[src/rtl/cpu_ula_param.sv]
// Parameterised ALU with a start/done handshake. Single-cycle ops go through CALC.
// MUL goes through MULT, a shift-add loop that consumes one multiplier bit per cycle.
module cpu_ula_param #(
   parameter int unsigned WIDTH = 16,
   parameter int unsigned IMM_W = 7
) (
   input  logic             clk,
   input  logic             reset,
   input  logic             start,
   input  logic [3:0]       op_code,
   input  logic [WIDTH-1:0] src1,
   input  logic [WIDTH-1:0] src2,
   output logic [WIDTH-1:0] op_result,
   output logic             done,
   output logic             busy,
   output logic             zero,
   output logic             carry,
   output logic             overflow
);

   localparam int unsigned SW = $clog2(WIDTH);
   localparam logic [SW-1:0] CNT_LAST = SW'(WIDTH - 1);

   localparam logic [3:0] OP_ADD  = 4'b0001;
   localparam logic [3:0] OP_ADDI = 4'b0010;
   localparam logic [3:0] OP_SUB  = 4'b0011;
   localparam logic [3:0] OP_SUBI = 4'b0100;
   localparam logic [3:0] OP_MUL  = 4'b0101;
   localparam logic [3:0] OP_AND  = 4'b0110;
   localparam logic [3:0] OP_OR   = 4'b0111;
   localparam logic [3:0] OP_XOR  = 4'b1000;
   localparam logic [3:0] OP_SHL  = 4'b1001;
   localparam logic [3:0] OP_SHR  = 4'b1010;

   typedef enum logic [1:0] {IDLE, CALC, MULT, FINISH} state_t;

   state_t             state, state_nxt;
   logic               legal, accept, calc_we, mul_we, done_d;
   logic [3:0]         op_q;
   logic [WIDTH-1:0]   a_q, b_q;
   logic [2*WIDTH-1:0] mcand, acc, acc_nxt;
   logic [WIDTH-1:0]   mplier;
   logic [SW-1:0]      cnt;

   logic [WIDTH-1:0]   imm, opnd, alu_res;
   logic               do_sub, is_arith, alu_c, alu_v;
   logic [WIDTH:0]     sum, shl_w;
   logic [SW-1:0]      shamt;

   always_comb legal = (op_code >= OP_ADD) && (op_code <= OP_SHR);

   // State register
   always_ff @(posedge clk or negedge reset) begin
      if (!reset) state <= IDLE;
      else        state <= state_nxt;
   end

   // Next-state logic
   always_comb begin
      state_nxt = state;
      case (state)
         IDLE:    if (start && legal) state_nxt = (op_code == OP_MUL) ? MULT : CALC;
         CALC:    state_nxt = FINISH;
         MULT:    if (cnt == CNT_LAST) state_nxt = FINISH;
         FINISH:  state_nxt = IDLE;
         default: state_nxt = IDLE;
      endcase
   end

   // Output / control decode
   always_comb begin
      busy    = (state != IDLE);
      accept  = (state == IDLE) && start && legal;
      calc_we = (state == CALC);
      mul_we  = (state == MULT) && (cnt == CNT_LAST);
      done_d  = (state == FINISH);
   end

   always_comb acc_nxt = acc + (mplier[0] ? mcand : '0);

   always_comb begin
      imm      = {{(WIDTH-IMM_W+1){1'b0}}, b_q[IMM_W-2:0]};
      opnd     = b_q;
      do_sub   = 1'b0;
      is_arith = 1'b1;
      case (op_q)
         OP_ADD:  ;
         OP_SUB:  do_sub = 1'b1;
         OP_ADDI: begin opnd = imm; do_sub = b_q[IMM_W-1];  end
         OP_SUBI: begin opnd = imm; do_sub = ~b_q[IMM_W-1]; end
         default: is_arith = 1'b0;
      endcase
      // One extra bit: carry-out on add, borrow on subtract
      sum   = do_sub ? ({1'b0, a_q} - {1'b0, opnd}) : ({1'b0, a_q} + {1'b0, opnd});
      shamt = b_q[SW-1:0];
      shl_w = {1'b0, a_q} << shamt;
      alu_res = '0;
      alu_c   = 1'b0;
      alu_v   = 1'b0;
      if (is_arith) begin
         alu_res = sum[WIDTH-1:0];
         alu_c   = sum[WIDTH];
         alu_v   = (do_sub ? (a_q[WIDTH-1] != opnd[WIDTH-1]) : (a_q[WIDTH-1] == opnd[WIDTH-1]))
                   && (sum[WIDTH-1] != a_q[WIDTH-1]);
      end else begin
         case (op_q)
            OP_AND:  alu_res = a_q & b_q;
            OP_OR:   alu_res = a_q | b_q;
            OP_XOR:  alu_res = a_q ^ b_q;
            OP_SHL:  begin alu_res = shl_w[WIDTH-1:0]; alu_c = shl_w[WIDTH]; end
            OP_SHR:  alu_res = a_q >> shamt;
            default: alu_res = '0;
         endcase
      end
   end

   always_ff @(posedge clk or negedge reset) begin
      if (!reset) begin
         op_q      <= '0;
         a_q       <= '0;
         b_q       <= '0;
         mcand     <= '0;
         mplier    <= '0;
         acc       <= '0;
         cnt       <= '0;
         op_result <= '0;
         zero      <= 1'b0;
         carry     <= 1'b0;
         overflow  <= 1'b0;
         done      <= 1'b0;
      end else begin
         done <= done_d;
         if (accept) begin
            op_q   <= op_code;
            a_q    <= src1;
            b_q    <= src2;
            mcand  <= {{WIDTH{1'b0}}, src1};
            mplier <= src2;
            acc    <= '0;
            cnt    <= '0;
         end
         if (state == MULT) begin
            acc    <= acc_nxt;
            mcand  <= mcand << 1;
            mplier <= mplier >> 1;
            cnt    <= cnt + SW'(1);
         end
         if (calc_we) begin
            op_result <= alu_res;
            zero      <= (alu_res == '0);
            carry     <= alu_c;
            overflow  <= alu_v;
         end else if (mul_we) begin
            op_result <= acc_nxt[WIDTH-1:0];
            zero      <= (acc_nxt[WIDTH-1:0] == '0);
            carry     <= 1'b0;
            overflow  <= |acc_nxt[2*WIDTH-1:WIDTH];
         end
      end
   end

endmodule
[config.mk]
export PLATFORM = sky130hd
export DESIGN_NAME = cpu_ula_param
export DESIGN_NICKNAME = d
export VERILOG_FILES = /design/src/rtl/cpu_ula_param.sv
export SDC_FILE = /design/constraint.sdc
export NUM_CORES = 1
export LEC_CHECK = 0
export ABC_AREA = 0
export CAP_MARGIN = 20
export CORE_UTILIZATION = 55
export CTS_CLUSTER_SIZE = 40
export DETAILED_ROUTE_END_ITERATION = 6
export GPL_ROUTABILITY_DRIVEN = 0
export GPL_TIMING_DRIVEN = 0
export PLACE_DENSITY = 0.83
export SETUP_SLACK_MARGIN = 0.02
export SYNTH_ARGS = -nofsm -noshare
export SYNTH_HDL_FRONTEND = slang
export SYNTH_SLANG_ARGS = --single-unit
[constraint.sdc]
create_clock -name clk -period 13.4 [get_ports clk]
set_input_delay 2.01 -clock clk [delete_from_list [all_inputs] [get_ports clk]]
set_output_delay 2.01 -clock clk [all_outputs]
set_load 0.02 [all_outputs]
==> results.ini, run 1 <==
[timing]
fin_setup_tns_ns = 0
fmax_mhz = 156
rsz0062_at_grt = false
worst_slew_pin_slew_ns = 1.01
setup_slack_ns = 6.99
finalHoldViolCount = 0
skew_ns = 0.0171
relSlewSlack = 0.319
timing.final.crit_share = 0.478
setup_viol = 0
post-route-min-period_ns = 6.41
final_max_slew_viol_count = 0

[pwr]
total_power_uw = 3980
pwr-share-seq = 0.213
pwr-share-clk = 0.120
combPwrFrac = 0.666
ir_drop_mv = 0.160
swShare = 0.522
p_leak_uw = 0.00589
powerDensity_nw_per_um2 = 299
p_sw_uw = 2080
internal_power_uw = 1900

[grt]
use_met3 = 0.108
grt.met2_usage = 0.566
gr-usage-met1 = 0.452
grt_pass1_vias = 11200
gr-total-overflow = 0
track_usage = 0.363
busiest_layer = met2
grt_pass1_wl_um = 61000
antenna_found_initial = 0
grt_max_degree = 82

[worst_setup_path]
critPathKind = reg -> reg
endpoint_kind = flop
cp.required_ns = 13.77
critPathArrivalTime_ns = 6.78
path_max_fanout = 10
ff2ff_path_depth = 20
worst-r2r-setup-slack_ns = 6.99
cp-start-kind = flop

[synthesis]
synth_edf_count = 0
synthFlopType = dfrtp_1
netlist_instances = 1409
synth_cell_types = 82
syn_area_per_cell_um2 = 8.34
synthArstFlopShare = 1.00
synth_area_um2 = 11700
syn_nets = 1536
synth_warnings = 0
yosysSeqAreaShare = 0.303
synth_seq_cells = 142

[floorplan]
initial_core_util = 0.561
die_x_um = 148
core_um2 = 21000
rows = 53
chipHeight_um = 148
die_area_um2 = 21900
io_pins = 60

[cts]
h-tree-depth = 4
cts_buffers = 17
clk_latency_ns = 0.44
post_cts_buffers = 0
cts.clk_slew.worst_paths_ns = 0.07
cts_sinks = 142
cts_hold_buf = 0
root_buffer = clkbuf_16
clk_path_buf_depth = 2
cts_tree = done
cts.repair.resized = 0

[place]
pre_cts_ws_ns = 7.21
dp_hpwl_um = 28800
io_buffers = 59

[detailed_routing]
drt_wl_total_um = 39200
viasPerCell = 6.62
drt-initial-drc-count = 1718
drc = 42
first_pass_iters = 7
via_count = 11800
wl_per_cell_um = 22.1
antenna_left = 0

[final_layout]
final_common_cell = nand2_1
areaGrowthSynthToFinish_pct = 13.2
final_cell_mix = nand2_1 (237), o21ai_0 (164), dfrtp_1 (142)
drive_above_1_share = 0.0579
diodes = 0
finalNetCount = 1616

[worst_hold_path]
hold_path_depth = 2
hold_class = reg -> reg

[outcome]
violations = DRC
status = complete, but fails checks

[job]
maxCapViolations = 0

stage by stage:
step            util  instances  hold WS (ns)  instance area [um^2]
2_1_floorplan      -       1409         0.453                 11700
3_3_place_gp   0.605       1743         0.460                 12700
3_5_place_dp   0.607       1745         0.475                 12700
4_1_cts        0.635       1777         0.489                 13300
5_1_grt        0.635       1777         0.512                 13300
6_report       0.635       1777         0.486                 13300
power by group through the flow:
stage	logic (uW)	clock network (uW)	registers (uW)
2_1_floorplan	1780	0	777
3_3_place_gp	2430	0	829
3_5_place_dp	2500	0	837
4_1_cts	2530	477	832
5_1_grt	2850	498	860
6_report	2650	479	848
synthesized netlist by cell type (all sizes together) (11+ instances only):
cell | count | area [um^2]
a211oi | 11 | 82.6
a21o | 18 | 135
a21oi | 64 | 320
and2 | 36 | 225
buf | 15 | 83.8
clkbuf | 72 | 270
dfrtp | 142 | 3550
ha | 86 | 1080
inv | 58 | 218
mux2 | 15 | 169
mux2i | 67 | 671
mux4 | 25 | 597
nand2 | 237 | 890
nand3 | 19 | 95.1
nor2 | 94 | 353
nor2b | 13 | 81.3
nor3 | 32 | 160
nor4 | 12 | 81.3
o21a | 12 | 90.1
o21ai | 166 | 835
xnor2 | 24 | 210
xor2 | 19 | 166
cells by family after synthesis:
family          count (synthesis)  share of synthesized area
compound gates                385                      0.204
xor+xnor                       43                     0.0321
fa+ha+maj                      88                     0.0950
buf+inv                       147                     0.0493
flops                         142                      0.303
mux                           107                      0.122
simple gates                  497                      0.194
path summary, 6_finish.rpt:
| check | startpoint | endpoint |
|---|---|---|
| max | op_q[0]$_DFFE_PN0P_ | zero$_DFFE_PN0P_ |
| max reg2reg | op_q[0]$_DFFE_PN0P_ | zero$_DFFE_PN0P_ |
| min | mplier[10]$_DFFE_PN0P_ | mplier[9]$_DFFE_PN0P_ |
| max in group asynchronous | reset | mplier[8]$_DFFE_PN0P_ |
| min reg2reg | mplier[10]$_DFFE_PN0P_ | mplier[9]$_DFFE_PN0P_ |
| min in group asynchronous | reset | op_result[6]$_DFFE_PN0P_ |
flip-flops by register name, summed over array words and instances (netlist names), 2 cells and up:
register / flops
b_q: 16
a_q: 16
cnt: 4
state: 2
op_q: 4
mcand: 32
acc: 32
mplier: 16
op_result: 16
layout make-up:
| class | count | area (um^2) |
|---|---|---|
| repair buffers | 61 | 624 |
| multi-input cells | 1120 | 7610 |
| fillers | 1782 | 7650 |
| clock inverters | 15 | 161 |
| plain buffers | 87 | 354 |
| flip-flops and latches | 142 | 3550 |
| inverters | 60 | 225 |
| well taps | 275 | 344 |
| clock buffers | 17 | 425 |
worst max-delay path, stage by stage, from the launching register on:
cell and delay (ns):
dfrtp_1 0.32, clkbuf_1 0.30, clkbuf_1 0.48, buf_1 0.53
nor2_1 0.11, nor2_1 0.11, a21oi_1 0.12, nor2_1 0.51
clkbuf_1 0.45, nor2_1 0.19, xnor2_1 0.16, ha_1 0.35
nor2b_1 0.17, o31a_1 0.29, o2111a_1 0.30, o41ai_1 0.49
mux2i_1 0.27, o21ai_1 0.19, or4_1 0.53, or3_1 0.35
o21ai_2 0.11
metal layers:
metal | wire length [um] | share of wire
met4 | 2680 | 0.068
met5 | 0 | 0
met2 | 17400 | 0.44
met3 | 4550 | 0.12
met1 | 14500 | 0.37
Power figures use the tool's default switching activity.
==> run 2, diff against run 1 <==
==> constraint.sdc (replaced) <==
create_clock -name clk -period 6.2 [get_ports clk]
set_input_delay 0.93 -clock clk [delete_from_list [all_inputs] [get_ports clk]]
set_output_delay 0.93 -clock clk [all_outputs]
set_load 0.02 [all_outputs]
==> results.ini, run 2 (synthesis gave the netlist of run 1 again) <==
[grt]
track_usage = 0.362
antenna_found_initial = 0
grt_pass1_wl_um = 60900
gr-total-overflow = 0
grt_max_degree = 82
grt_pass1_vias = 11200

[timing]
finalHoldViolCount = 0
worst_slew_pin_slew_ns = 0.970
relSlewSlack = 0.345
fmax_mhz = 172
post-route-min-period_ns = 5.80
timing.final.crit_share = 0.936
skew_ns = 0.0190
setup_slack_ns = 0.397
final_max_slew_viol_count = 0
rsz0062_at_grt = false
setup_viol = 0

[cts]
h-tree-depth = 4
post_cts_buffers = 0
root_buffer = clkbuf_16
clk_latency_ns = 0.44
clk_path_buf_depth = 2
cts_hold_buf = 0
cts_buffers = 17
cts_sinks = 142
cts_tree = done
cts.clk_slew.worst_paths_ns = 0.07

[place]
pre_cts_ws_ns = 0.0128
place_inst = 1745
place_area_um2 = 12700
dp_hpwl_um = 28800
io_buffers = 59

[detailed_routing]
viasPerCell = 6.64
via_count = 11800
drt_wl_total_um = 39100
first_pass_iters = 7
antenna_left = 0
wl_per_cell_um = 22.0
drc = 10
drt-initial-drc-count = 1701

[job]
maxCapViolations = 0

[pwr]
ir_drop_mv = 0.344
p_leak_uw = 0.00590
combPwrFrac = 0.666
swShare = 0.522
pwr-share-seq = 0.214
powerDensity_nw_per_um2 = 646
internal_power_uw = 4110
p_sw_uw = 4490
pwr-share-clk = 0.120

[outcome]
violations = DRC
status = complete, but fails checks

[final_layout]
finalNetCount = 1616
areaGrowthSynthToFinish_pct = 13.3
drive_above_1_share = 0.0606
final_cell_mix = nand2_1 (237), o21ai_0 (164), dfrtp_1 (142)
final_cells = 1777
final_util = 0.635
post-route-cell-area_um2 = 13300
largest_registers = acc: 32 flops, mcand: 32 flops
final_common_cell = nand2_1
diodes = 0

[worst_setup_path]
cp.required_ns = 6.57
path_max_fanout = 10
cp-start-kind = flop
critPathArrivalTime_ns = 6.17
critPathKind = reg -> reg
endpoint_kind = flop

[floorplan]
io_pins = 60
rows = 53
die_x_um = 148
core_um2 = 21000
initial_core_util = 0.561
die_area_um2 = 21900
chipHeight_um = 148

[worst_hold_path]
hold_class = in -> async

==> run 2: cell counts in the layout (fill, tap and decap cells not counted) <==
Identical to the previous run, type by type.
==> run 2: what timing repair did <==
| item | 4_1_cts | 5_1_grt |
|---|---|---|
| gates resized for setup | 1 | 5 |
| cloned | 0 | 0 |
| setup endpoints to repair | 1 | 3 |
==> run 2: path summary, 6_finish.rpt <==
kind,start,endpoint,slack [ns],cells past startpoint
setup / recovery,b_q[2]$_DFFE_PN0P_,zero$_DFFE_PN0P_,0.40,18
hold / removal,reset,op_result[6]$_DFFE_PN0P_,0.48,1
setup reg to reg,b_q[2]$_DFFE_PN0P_,zero$_DFFE_PN0P_,0.40,18
hold reg to reg,mplier[8]$_DFFE_PN0P_,mplier[7]$_DFFE_PN0P_,0.48,2
max in group asynchronous,reset,b_q[15]$_DFFE_PN0P_,4.89,2
min in group clk,mplier[8]$_DFFE_PN0P_,mplier[7]$_DFFE_PN0P_,0.48,2
==> run 2: area by class of cell <==
type,instances,area [um^2]
Clock buffer,17,425
Sequential cell,142,3550
Tap cell,275,344
Multi-Input combinational cell,1120,7620
Buffer,87,358
Timing Repair Buffer,61,624
Fill cell,1781,7650
Clock inverter,15,161
Inverter,60,225
==> run 2: worst max-delay path, stage by stage (launching register included) <==
cell      delay [ns]
dfrtp_1         0.40
clkbuf_1        0.25
inv_1           0.22
buf_1           0.51
clkbuf_1        0.56
nand3_1         0.20
nor3_1          0.41
nor2_1          0.10
xor2_1          0.38
ha_1            0.34
o21ai_0         0.13
nand2_1         0.11
o2111a_1        0.19
o41ai_1         0.50
mux2i_1         0.28
o21ai_1         0.17
or4_1           0.53
or3_1           0.34
o21ai_2         0.11
==> run 2: routing by layer <==
metal,routed length (um),up-vias,track usage
met4,2490,0,0.197
met3,4690,220,0.107
li1,-,5225,-
met2,17600,843,0.565
met1,14300,5518,0.451
met5,0,-,0
==> run 2: through the flow <==
step	hold slack (ns)	setup TNS (ns)	total power, uW
2_1_floorplan	0.453	0	5530
3_3_place_gp	0.460	-214.62	7040
3_5_place_dp	0.475	0	7210
4_1_cts	0.489	0	8290
5_1_grt	0.512	0	9090
6_report	0.478	0	8590
==> run 2: power by group through the flow <==
stage                     sequential [uW]  clock, uW  combinational (uW)
after global routing                 1860       1080                6150
after CTS                            1800       1030                5460
after floorplan                      1680          0                3850
after global placement               1790          0                5250
after detailed placement             1810          0                5410
final                                1840       1030                5720
